`config.mk`:
```
export PLATFORM = sky130hd
export DESIGN_NAME = accum_initiator
export DESIGN_NICKNAME = d
export VERILOG_FILES = /design/src/rtl/accum_initiator.sv
export SDC_FILE = /design/constraint.sdc
export NUM_CORES = 1
export LEC_CHECK = 0
export BUFFER_PORTS_ARGS = -buffer_cell sky130_fd_sc_hd__buf_2
export CORE_AREA = 2 2 256 258
export CTS_BUF_LIST = sky130_fd_sc_hd__clkbuf_16
export CTS_CLUSTER_DIAMETER = 150
export CTS_CLUSTER_SIZE = 20
export DETAILED_ROUTE_END_ITERATION = 8
export DIE_AREA = 0 0 258 260
export PLACE_DENSITY = 0.59
export SLEW_MARGIN = 10
export SYNTH_ARGS = -nofsm -noshare
export SYNTH_HDL_FRONTEND = slang
export SYNTH_SLANG_ARGS = --single-unit
```
`constraint.sdc`:
```
create_clock -name clk -period 9.88 [get_ports clk]
set_clock_uncertainty 0.2 [all_clocks]
set_input_delay 0.988 -clock clk [delete_from_list [all_inputs] [get_ports clk]]
set_output_delay 0.988 -clock clk [all_outputs]
set_load 0.05 [all_outputs]
```
`src/rtl/accum_initiator.sv`:
```
// accum_initiator
//
// Initiator side of the 4-lane accumulator en/done handshake. Vectors offered
// by a producer are buffered in a small FIFO. Each vector becomes one
// accumulate transaction: en is raised with the vector on add, the block
// waits for done, then drops en and waits for done to fall. A shadow copy of
// the expected accumulator contents is kept and compared against the
// responder's accum lanes when each transaction completes.
//
// Handshakes:
//   push side : a vector transfers on a rising edge where push_valid and
//               push_ready are both high; push_ready is simply !full.
//   en/done   : en rises with add stable; the responder raises done (with
//               accum updated on that same edge); en falls; the responder
//               drops done; only then may the next request start.
//
// Ports:
//   clk, reset              clock (rising edge), async active-high reset
//   push_valid/ready/data   producer interface, 4 lanes of ADD_WIDTH
//   en, add                 request and lane addends to the responder
//   accum, done             responder accumulator lanes and completion flag
//   result_valid            one-cycle pulse per completed transaction
//   mismatch                per-lane compare failure, held until next result
//   error_sticky            any mismatch or timeout since reset
//   txn_count               completed transactions (wraps at 2^16)
//   busy                    FSM active or FIFO holding data

module accum_initiator #(
    parameter int ACCUM_WIDTH = 32,
    parameter int ADD_WIDTH   = 16,
    parameter int DEPTH       = 4,
    parameter int TIMEOUT     = 64
) (
    input  logic                   clk,
    input  logic                   reset,
    input  logic                   push_valid,
    output logic                   push_ready,
    input  logic [ADD_WIDTH-1:0]   push_data [4],
    output logic                   en,
    output logic [ADD_WIDTH-1:0]   add [4],
    input  logic [ACCUM_WIDTH-1:0] accum [4],
    input  logic                   done,
    output logic                   result_valid,
    output logic [3:0]             mismatch,
    output logic                   error_sticky,
    output logic [15:0]            txn_count,
    output logic                   busy
);

    localparam int PTR_W = (DEPTH > 1) ? $clog2(DEPTH) : 1;
    localparam int CNT_W = $clog2(DEPTH) + 1;
    localparam int TMR_W = $clog2(TIMEOUT + 1);

    localparam logic [CNT_W-1:0] CNT_FULL = CNT_W'(DEPTH);
    // The timer starts at 0 on entry to a waiting state, so reaching
    // TIMEOUT-1 without the awaited done level means TIMEOUT cycles elapsed.
    localparam logic [TMR_W-1:0] TMR_LAST = TMR_W'(TIMEOUT - 1);

    typedef enum logic [1:0] {
        S_IDLE    = 2'd0,
        S_REQ     = 2'd1,
        S_RELEASE = 2'd2
    } state_t;

    // ------------------------------------------------------------------
    // FIFO
    // ------------------------------------------------------------------
    logic [ADD_WIDTH-1:0] mem_q [DEPTH][4];
    logic [ADD_WIDTH-1:0] mem_d [DEPTH][4];
    logic [PTR_W-1:0]     wr_ptr_q, wr_ptr_d;
    logic [PTR_W-1:0]     rd_ptr_q, rd_ptr_d;
    logic [CNT_W-1:0]     count_q, count_d;
    logic                 fifo_empty;
    logic                 push;
    logic                 pop;

    // No bypass: a full FIFO refuses a push even if it pops the same cycle.
    assign push_ready = (count_q != CNT_FULL);
    assign fifo_empty = (count_q == '0);
    assign push       = push_valid && push_ready;

    always_comb begin
        mem_d    = mem_q;
        wr_ptr_d = wr_ptr_q;
        rd_ptr_d = rd_ptr_q;
        count_d  = count_q;
        if (push) begin
            for (int i = 0; i < 4; i++) begin
                mem_d[wr_ptr_q][i] = push_data[i];
            end
            wr_ptr_d = wr_ptr_q + PTR_W'(1);
        end
        if (pop) begin
            rd_ptr_d = rd_ptr_q + PTR_W'(1);
        end
        if (push && !pop) begin
            count_d = count_q + CNT_W'(1);
        end else if (!push && pop) begin
            count_d = count_q - CNT_W'(1);
        end
    end

    // Storage needs no reset: the pointers and count define what is valid.
    always_ff @(posedge clk) begin
        mem_q <= mem_d;
    end

    // ------------------------------------------------------------------
    // Transaction FSM and checking
    // ------------------------------------------------------------------
    state_t                 state_q, state_d;
    logic                   en_q, en_d;
    logic [ADD_WIDTH-1:0]   add_q [4];
    logic [ADD_WIDTH-1:0]   add_d [4];
    logic [ACCUM_WIDTH-1:0] shadow_q [4];
    logic [ACCUM_WIDTH-1:0] shadow_d [4];
    logic                   result_valid_q, result_valid_d;
    logic [3:0]             mismatch_q, mismatch_d;
    logic                   error_sticky_q, error_sticky_d;
    logic [15:0]            txn_count_q, txn_count_d;
    logic [TMR_W-1:0]       timer_q, timer_d;

    always_comb begin
        state_d        = state_q;
        en_d           = en_q;
        add_d          = add_q;
        shadow_d       = shadow_q;
        result_valid_d = 1'b0;
        mismatch_d     = mismatch_q;
        error_sticky_d = error_sticky_q;
        txn_count_d    = txn_count_q;
        timer_d        = timer_q;
        pop            = 1'b0;

        case (state_q)
            S_IDLE: begin
                // done is deliberately not looked at here.
                en_d = 1'b0;
                if (!fifo_empty) begin
                    pop     = 1'b1;
                    add_d   = mem_q[rd_ptr_q];
                    en_d    = 1'b1;
                    timer_d = '0;
                    state_d = S_REQ;
                end
            end

            S_REQ: begin
                if (done) begin
                    // accum was updated on the same edge that raised done,
                    // so it is compared against the post-add shadow now.
                    for (int i = 0; i < 4; i++) begin
                        shadow_d[i]   = shadow_q[i] + ACCUM_WIDTH'(add_q[i]);
                        mismatch_d[i] = (accum[i] != shadow_d[i]);
                    end
                    if (mismatch_d != 4'b0000) begin
                        error_sticky_d = 1'b1;
                    end
                    result_valid_d = 1'b1;
                    txn_count_d    = txn_count_q + 16'd1;
                    en_d           = 1'b0;
                    timer_d        = '0;
                    state_d        = S_RELEASE;
                end else if (timer_q == TMR_LAST) begin
                    // Abandon the vector: no shadow update, no result.
                    error_sticky_d = 1'b1;
                    en_d           = 1'b0;
                    timer_d        = '0;
                    state_d        = S_RELEASE;
                end else begin
                    timer_d = timer_q + TMR_W'(1);
                end
            end

            S_RELEASE: begin
                en_d = 1'b0;
                if (!done) begin
                    state_d = S_IDLE;
                end else if (timer_q == TMR_LAST) begin
                    error_sticky_d = 1'b1;
                    state_d        = S_IDLE;
                end else begin
                    timer_d = timer_q + TMR_W'(1);
                end
            end

            default: begin
                en_d    = 1'b0;
                state_d = S_IDLE;
            end
        endcase
    end

    always_ff @(posedge clk or posedge reset) begin
        if (reset) begin
            state_q        <= S_IDLE;
            en_q           <= 1'b0;
            result_valid_q <= 1'b0;
            mismatch_q     <= 4'b0000;
            error_sticky_q <= 1'b0;
            txn_count_q    <= 16'd0;
            timer_q        <= '0;
            wr_ptr_q       <= '0;
            rd_ptr_q       <= '0;
            count_q        <= '0;
            for (int i = 0; i < 4; i++) begin
                add_q[i]    <= '0;
                shadow_q[i] <= '0;
            end
        end else begin
            state_q        <= state_d;
            en_q           <= en_d;
            result_valid_q <= result_valid_d;
            mismatch_q     <= mismatch_d;
            error_sticky_q <= error_sticky_d;
            txn_count_q    <= txn_count_d;
            timer_q        <= timer_d;
            wr_ptr_q       <= wr_ptr_d;
            rd_ptr_q       <= rd_ptr_d;
            count_q        <= count_d;
            add_q          <= add_d;
            shadow_q       <= shadow_d;
        end
    end

    assign en           = en_q;
    assign add          = add_q;
    assign result_valid = result_valid_q;
    assign mismatch     = mismatch_q;
    assign error_sticky = error_sticky_q;
    assign txn_count    = txn_count_q;
    assign busy         = (state_q != S_IDLE) || !fifo_empty;

endmodule

```
==> impl_metrics.py <==
metrics = {
    "floorplan": {
        "pin_count": 285,
        "die-height_um": 260,
        "core_sq_um": 64100,
        "start_util_pct": 39.8,
        "dieArea_sq_um": 67100,
        "fp-row-count": 93,
        "die_x_um": 258,
    },
    "place": {
        "io_buffers": 284,
        "routabilityCongestion": 0.891,
        "post-dp-hpwl_um": 48000,
    },
    "cells_and_area": {
        "final_core_util_pct": 44.6,
        "layout-drive-gt1-share_pct": 21.1,
        "synthToLayoutAreaGrowth_pct": 12.2,
        "nets": 2651,
    },
    "timing": {
        "relSlewSlack_pct": 23.2,
        "worst_pin_slew_ns": 1.15,
        "setup_tns_ns": 0,
        "min_period_ns": 4.53,
        "timing.fmax_mhz": 221,
        "rsz0062_at_grt": "false",
        "slew_violations": 0,
        "final.period_utilization_pct": 45.9,
        "finalHoldViolCount": 0,
        "setup_viol": 0,
    },
    "cts": {
        "htree_levels": 1,
        "path_clk_slew_ns": 0.09,
        "clock_latency_ns": 0.60,
        "cts_tree": "done",
        "cts_resized": 0,
        "tritoncts.num_buffers": 28,
        "clock_path_buffers": 3,
        "hold_buffers": 0,
        "cts_sinks": 487,
        "postCtsSetupBuffers": 0,
        "cts-root-buf": "clkbuf_16",
    },
    "global_route": {
        "grt_max_degree": 119,
        "globalRouteOverflowTotal": 0,
        "grt_use_total_pct": 20.0,
        "grt_pass1_wl_um": 105000,
        "antenna_found_initial": 17,
        "first_global_vias": 18100,
    },
    "synth": {
        "synth.net_count": 2417,
        "synth_edf_count": 256,
        "synth_compound_area_share_pct": 8.66,
        "ys.flop_type": "edfxtp_1",
        "muxShareOfSynthArea_pct": 9.24,
        "yosys.area_share.adder_pct": 4.12,
        "synth_top_area_cell": "edfxtp_1",
        "yosys-top-cells-area": "edfxtp_1 30%, dfrtp_1 23%, mux4_2 5.7%",
        "syn_area_per_cell_sq_um": 11.9,
        "ys_async_sr_fraction_pct": 47.4,
        "yosys_warnings": 0,
        "synth_cell_types": 89,
        "postSynthCellCount": 2140,
        "synth-simple-area-share_pct": 13.0,
        "seq_area_frac_synth_pct": 52.8,
        "synth_top_family_by_area": "simple AND/OR/NAND/NOR gates",
        "synth.top_cell.area_share_pct": 30.2,
        "synthesis.area_sq_um": 25500,
        "ys_ff_latch": 487,
        "synth-xor-area-share_pct": 10.2,
    },
    "power_and_ir_drop": {
        "vdd_drop_max_v": 0.000191,
        "p_leak_nw": 11.7,
        "powerDensity_nw_per_um2": 343,
    },
    "route": {
        "first_pass_iters": 5,
        "wl_per_cell_um": 20.9,
        "detail-route-antenna-nets": 0,
        "drt_iter0_markers": 1070,
        "vias": 17400,
        "viasPerCell": 5.35,
        "drc_errors": 0,
        "wl_um": 67900,
    },
    "hold_path": {
        "hold_class": "flop to flop",
    },
    "run_status": {
        "status": "finished clean",
    },
    "critical_path": {
        "timing.critical_path.required_ns": 10.14,
        "crit_family": "compound AO/OA/AOI/OAI gates",
        "slowest_stage": "nor4_2",
        "crit_path_start_kind": "flop",
        "end_kind": "flop",
        "critPathBufInv": 1,
        "slowest_delay_ns": 0.65,
        "cp_max_fo": 6,
        "critPathKind": "flop to flop",
        "cp_cell_sequence": "ha_1, inv_1, fa_1, nor2b_1, o221ai_1, o211a_1, a21oi_1, or2_2, xnor2_1, o311ai_0, a2111oi_0, nand4_1, nor4_2, a31oi_1",
        "arrival_ns": 4.79,
    },
    "job": {
        "drv_cap": 0,
    },
}
[synth_stat cells, drive strengths merged, types with 5 or more instances]
master,instances
a2111oi,7
a211oi,5
a21o,25
a21oi,81
a31o,5
a31oi,14
and2,80
and3,30
and4,9
buf,32
clkbuf,60
dfrtp,231
edfxtp,256
fa,5
ha,76
inv,36
mux2,74
mux2i,8
mux4,64
nand2,243
nand2b,12
nand3,50
nand4,38
nor2,93
nor2b,14
nor3,32
nor4,20
o2111ai,10
o211a,5
o211ai,14
o21a,10
o21ai,112
or2,9
or3,10
xnor2,158
xor2,135
[layout make-up]
class / instances / area (sq um)
fill: 5999 / 35500
sequential: 487 / 13500
multi-input combinational: 1525 / 11600
timing repair buffer: 296 / 1510
tap: 855 / 1070
clock buffer: 29 / 726
inverter: 36 / 143
clock inverter: 22 / 95.1
antenna: 8 / 20.0
[state kept, by name, summed over array words and instances (netlist names), 2 cells and up]
name,cells
add,64
count_q,3
mem_q,256
mismatch,4
rd_ptr_q,2
shadow_q,128
state_q,2
timer_q,7
txn_count,16
wr_ptr_q,2
[worst register-to-register path, delay by kind of cell, from the launching register on]
kind | cells | cell delay (ns)
AO/OA/AOI/OAI | 6 | 1.74
XOR/XNOR | 1 | 0.15
adder cells (fa/ha/maj) | 2 | 0.61
buffers and inverters | 1 | 0.06
flip-flops | 1 | 0.39
AND/OR/NAND/NOR | 4 | 1.24
[per-layer routing]
layer,track usage [%],vias up,part of all wire (%)
met2,33.6,342,48
met1,26.4,8718,45
met5,0,-,0.15
met4,5.48,18,2.6
li1,-,8255,-
met3,4.18,103,4.9
[cell usage in the layout, fill, tap and decap left out, types with 55 or more instances in the layout]
cell        n
mux4_2     64
dfrtp_1   229
and2_1     79
inv_1      55
edfxtp_1  256
xor2_1    135
a21oi_1    80
ha_1       76
o21ai_0   108
xnor2_1   158
nor2_1     93
mux2_2     74
nand2_1   241
buf_2     284
[kinds of logic (layout without fill, tap and decap cells)]
| logic type | count (synthesis) | count (layout) |
|---|---|---|
| fa+ha+maj | 81 | 81 |
| simple gates | 662 | 662 |
| compound gates | 342 | 342 |
| mux | 146 | 146 |
| xor+xnor | 294 | 294 |
| other cells | 0 | 8 |
| flops | 487 | 487 |
| buf+inv | 128 | 383 |
[power by group]
part | internal, mW | switching, mW
Combinational | 2.13 | 3.36
Sequential | 2.73 | 0.380
Clock | 0.534 | 0.685
Total | 5.39 | 4.42
[per-stage QoR]
stage | power [mW] | setup WS, ns | instance area [sq um] | instances | hold WS (ns)
after floorplan | 7.22 | 2.36 | 25500 | 2140 | 0.243
after global placement | 8.60 | 5.01 | 27700 | 3199 | 0.256
after detailed placement | 8.66 | 4.98 | 27700 | 3199 | 0.266
after CTS | 9.92 | 4.95 | 28600 | 3250 | 0.283
after global routing | 10.5 | 4.97 | 28600 | 3256 | 0.308
final | 9.81 | 5.35 | 28600 | 3258 | 0.270
[worst paths after layout]
check	startpoint	to	slack, ns	depth (start not counted)
hold reg to reg	txn_count[15]$_DFFE_PP0P_	txn_count[15]$_DFFE_PP0P_	0.27	1
hold / removal	txn_count[15]$_DFFE_PP0P_	txn_count[15]$_DFFE_PP0P_	0.27	1
setup reg to reg	add[16]$_DFFE_PP0P_	error_sticky$_DFFE_PP0P_	5.35	14
min in group asynchronous	reset	result_valid$_DFF_PP0_	0.41	2
max in group asynchronous	reset	add[40]$_DFFE_PP0P_	7.61	3
setup / recovery	add[16]$_DFFE_PP0P_	error_sticky$_DFFE_PP0P_	5.35	14
Note: power is estimated with default switching activity, not from simulation.
